==> src/rtl/rr_arbiter.sv <==
// ---------------------------------------------------------------------------
// rr_arbiter
//
// Round-robin arbiter with a bounded grant tenure. One requester at a time is
// given ownership of a shared resource. The owner keeps its grant until the
// resource signals completion with a single-cycle 'done' pulse, or until
// MAX_HOLD cycles have gone by without one. In the second case the grant is
// revoked and 'timeout' pulses for one cycle. After every release the priority
// pointer moves to the requester just after the previous owner, so every
// active requester is served in turn.
//
// Parameters
//   WIDTH_LOG  log2 of the requester count N (1..7)
//   MAX_HOLD   maximum grant tenure in cycles (2..255)
//
// Ports
//   clk        sole clock, rising edge
//   rst_n      asynchronous active-low reset
//   req        [N-1:0] request vector, bit i = requester i wants the resource
//   done       single-cycle pulse from the resource: the owner has finished
//   gnt        [N-1:0] registered grant, all-zero or one-hot
//   gnt_idx    [7:0] registered binary index of the owner, zero-extended;
//              keeps its last value while no grant is held
//   gnt_valid  registered, high while a grant is held
//   timeout    registered single-cycle pulse, grant revoked by the hold limit
// ---------------------------------------------------------------------------
module rr_arbiter #(
  parameter int WIDTH_LOG = 2,
  parameter int MAX_HOLD  = 16,
  localparam int N        = 1 << WIDTH_LOG
) (
  input  logic           clk,
  input  logic           rst_n,
  input  logic [N-1:0]   req,
  input  logic           done,
  output logic [N-1:0]   gnt,
  output logic [7:0]     gnt_idx,
  output logic           gnt_valid,
  output logic           timeout
);

  typedef enum logic {
    IDLE = 1'b0,
    BUSY = 1'b1
  } state_t;

  localparam logic [N-1:0] ONE_HOT_BASE = {{(N-1){1'b0}}, 1'b1};
  localparam logic [7:0]   HOLD_LIMIT   = 8'(MAX_HOLD);

  state_t                 state;
  logic [WIDTH_LOG-1:0]   ptr;
  logic [7:0]             hold_cnt;

  logic [WIDTH_LOG-1:0]   win_idx;
  logic                   win_found;
  logic [WIDTH_LOG-1:0]   cand;
  logic                   release_now;
  logic [WIDTH_LOG-1:0]   next_ptr;

  // Winner search, walking offsets from ptr downward so the smallest offset
  // is assigned last and wins. The sum wraps at N, which is exactly the
  // "first at or above ptr, otherwise first below ptr" order.
  always_comb begin
    win_idx   = '0;
    win_found = 1'b0;
    cand      = '0;
    for (int j = N - 1; j >= 0; j--) begin
      cand = ptr + WIDTH_LOG'(j);
      if (req[cand]) begin
        win_idx   = cand;
        win_found = 1'b1;
      end
    end
  end

  // A grant ends on done or on reaching the hold limit. The pointer moves
  // one past the owner; the WIDTH_LOG-bit add gives the modular wrap.
  always_comb begin
    release_now = done || (hold_cnt == HOLD_LIMIT);
    next_ptr    = gnt_idx[WIDTH_LOG-1:0] + WIDTH_LOG'(1);
  end

  // Main FSM. A release always lands in IDLE, and IDLE only grants on the
  // following edge, so successive grants are always separated by one idle
  // cycle. Timeout defaults low every cycle so it can only ever be a
  // one-cycle pulse; when done and the hold limit coincide, done wins and
  // no pulse is raised.
  always_ff @(posedge clk or negedge rst_n) begin
    if (!rst_n) begin
      state     <= IDLE;
      ptr       <= '0;
      hold_cnt  <= 8'd0;
      gnt       <= '0;
      gnt_idx   <= 8'd0;
      gnt_valid <= 1'b0;
      timeout   <= 1'b0;
    end else begin
      timeout <= 1'b0;
      case (state)
        IDLE: begin
          if (win_found) begin
            gnt       <= ONE_HOT_BASE << win_idx;
            gnt_idx   <= 8'(win_idx);
            gnt_valid <= 1'b1;
            hold_cnt  <= 8'd1;
            state     <= BUSY;
          end else begin
            gnt       <= '0;
            gnt_valid <= 1'b0;
          end
        end
        BUSY: begin
          if (release_now) begin
            gnt       <= '0;
            gnt_valid <= 1'b0;
            ptr       <= next_ptr;
            hold_cnt  <= 8'd0;
            timeout   <= !done;
            state     <= IDLE;
          end else begin
            hold_cnt  <= hold_cnt + 8'd1;
          end
        end
        default: begin
          state <= IDLE;
        end
      endcase
    end
  end

endmodule
==> config.mk <==
export PLATFORM = sky130hd
export DESIGN_NAME = rr_arbiter
export DESIGN_NICKNAME = d
export VERILOG_FILES = /design/src/rtl/rr_arbiter.sv
export SDC_FILE = /design/constraint.sdc
export NUM_CORES = 1
export LEC_CHECK = 0
export BUFFER_PORTS_ARGS = -buffer_cell sky130_fd_sc_hd__buf_4
export CORE_MARGIN = 1
export CORE_UTILIZATION = 50
export CTS_BUF_LIST = sky130_fd_sc_hd__clkbuf_8
export DETAILED_ROUTE_END_ITERATION = 10
export PLACE_DENSITY = 0.73
export SYNTH_ARGS = -nofsm -noshare
export SYNTH_HDL_FRONTEND = slang
export SYNTH_SLANG_ARGS = --single-unit
==> constraint.sdc <==
create_clock -name clk -period 2.2 [get_ports clk]
set_input_delay 0.44 -clock clk [delete_from_list [all_inputs] [get_ports clk]]
set_output_delay 0.44 -clock clk [all_outputs]
set_load 0.01 [all_outputs]
==> out/metrics.yaml <==
clock_network:
  cts-hold-fix-buffers: 0
  cts_tree: "built"
  cts_resized: 0
  post-cts-setup-buffers: 0
  clock_path_buffers: 2
  htreeDepth: 1
  clockRootBuffer: "clkbuf_8"
  clk_pin_slew_ns: 0.07
  insertion_delay_ns: 0.25
  cts_made_buffers: 3
  clock_sinks: 19
die:
  core_area_um2: 2020
  fp.dieW_um: 49.0
  ioPinCount: 21
  start_util: 0.546
  num_rows: 16
  dieArea_um2: 2400
  die_h_um: 49.0
routing:
  wl_per_cell_um: 13.6
  routed_via_density: 5.47
  dr_total_vias: 864
  drc: 0
  drt_iter0_markers: 16
  wl_um: 2150
  ant_nets: 0
  drtPass1Iterations: 4
setup_path:
  cp-end-kind: "flip-flop"
  crit_type: "flip-flop to flip-flop"
  reg2reg_depth: 6
  start_kind: "flip-flop"
  cp.required_ns: 2.38
  cp.arrival_ns: 2.10
  worstPathMaxFanout: 5
flow_run:
  max-cap-violations: 0
synth:
  synth_cells: 118
  ys_seq_elements: 19
  yosys_warnings: 0
  synth_top_cell_by_area: "dfrtp_1"
  ys_types: 39
  netlist_area_um2: 1100
  synth_top_area_frac: 0.431
  avgSynthCellArea_um2: 9.35
  synthArstFlopShare: 1.00
  seq_area_frac_synth: 0.431
  synth_edf_count: 0
  ys_top_cells_by_area: "dfrtp_1 (43%), o21ai_0 (4.1%), buf_4 (4.1%)"
  synth_ff_type: "dfrtp_1"
timing:
  finalHoldViolCount: 0
  finalCritPeriodShare: 0.875
  tns_ns: 0
  rsz0062_at_grt: "false"
  fin_worst_skew_ns: 0.00436
  final_max_slew_viol_count: 0
  min_period_ns: 1.93
  fmax_mhz: 519
  finalSetupViolations: 0
global_routing:
  grt_pass1_vias: 827
  grt_max_degree: 20
  groute.usage.overall: 0.200
  grt_overflow: 0
  grt_pass1_wl_um: 3600
  antenna_found_initial: 0
placed_design:
  dp_hpwl_um: 1600
  portBuffers: 14
  gp_congestion: 0.791
  dp_cells: 154
layout:
  instances_no_fill: 158
  drive_gt1_frac: 0.206
  diodes: 0
  num-nets-final: 141
  syn_to_final_growth_pct: 12.6
run_status:
  status: "complete, no violations"
worst_hold_path:
  hp-class: "primary input to asynchronous set/reset pin"
power:
  seqPwrFrac: 0.432
  p_int_uw: 851
  p_leak_nw: 0.557
  vdd_drop_max_mv: 0.657
  pwr-share-comb: 0.392
  power.share.clock: 0.176
  power_density_nw_per_um2: 1080
  switchingPower_uw: 494
  swShare: 0.367
-- final cells by class --
cell class | count | area (um2)
fillers | 181 | 779
multi-input cells | 85 | 544
flip-flops and latches | 19 | 475
repair buffers | 15 | 113
clock buffers | 3 | 41.3
well taps | 27 | 33.8
inverters | 8 | 30.0
clock inverters | 1 | 5.00
-- layer usage --
metal / global-route usage / vias up / wire length, um
met3: 0.0467 / 4 / 82
met5: 0 / - / 0
met2: 0.331 / 19 / 999
met1: 0.248 / 408 / 1030
met4: 0.0882 / 0 / 36
li1: - / 433 / -
-- worst max-delay path: stages, from the launching register on --
cell and delay (ns):
dfrtp_1 0.42, inv_1 0.07, ha_1 0.13, or3b_4 0.40
or4_4 0.45, a21boi_4 0.19, mux2i_1 0.19
-- kinds of logic after synthesis --
kind of cell / after synthesis / share of synthesized area
AOI/OAI and AO/OA: 33 / 0.207
xor gates and xnor gates: 1 / 0.00794
adders and majority gates: 2 / 0.0227
buffers and inverters: 19 / 0.0930
DFF: 19 / 0.431
muxes: 5 / 0.0465
other: 1 / 0.00340
and+or+nand+nor: 38 / 0.188
-- stage by stage --
step	util	hold slack, ns	power, mW	setup slack [ns]	instance area (um2)
floorplan	-	0.144	0.937	0.375	1120
global placement	0.592	0.327	1.10	0.304	1200
detailed placement	0.592	0.329	1.12	0.260	1200
CTS	0.614	0.0464	1.36	0.255	1240
global route	0.614	0.0617	1.43	0.192	1240
finish	0.614	0.0477	1.34	0.274	1240
-- power by group through the flow --
stage,clock network (mW),registers [mW],logic (mW)
CTS,0.246,0.579,0.534
finish,0.236,0.581,0.527
detailed placement,0,0.582,0.534
global placement,0,0.579,0.517
global route,0.256,0.594,0.585
floorplan,0,0.552,0.385
-- Yosys cell counts (3+ instances only) --
cell,n
dfrtp_1,19
nand2_1,11
nor2_1,9
o21ai_0,9
a21oi_1,8
inv_1,8
buf_4,6
mux2i_1,4
clkbuf_1,3
nand3_1,3
o21a_1,3
-- registers in the layout, summed over array words and instances (netlist names) --
name       flops
timeout        1
gnt_idx        2
ptr            2
state          1
gnt            4
hold_cnt       8
gnt_valid      1
-- path summary, 6_finish.rpt --
check	startpoint	slack, ns	end
max	hold_cnt[0]	0.27	ptr[1]
min in group clk	hold_cnt[7]	0.48	hold_cnt[7]
max reg2reg	hold_cnt[0]	0.27	ptr[1]
max in group asynchronous	rst_n	1.95	hold_cnt[4]
min	rst_n	0.05	gnt_idx[1]
min reg2reg	hold_cnt[7]	0.48	hold_cnt[7]
-- layout by cell type, fill, tap and decap left out, drive strengths merged, types with 2 or more instances in the layout --
master  synthesis  routed
or3             2       2
dfrtp          19      19
mux2i           4       4
clkbuf          3       3
ha              2       2
o21ai           9       9
nor3b           2       2
a21oi           8       8
o21a            3       3
a31oi           2       2
nor4            2       2
nor2            9       9
or4             2       2
nand2          11      11
nand3           3       3
conb            1       6
o211ai          2       2
buf             8      15
nand2b          2       2
o22ai           2       2
inv             8       8
Note: power is estimated with default switching activity, not from simulation.
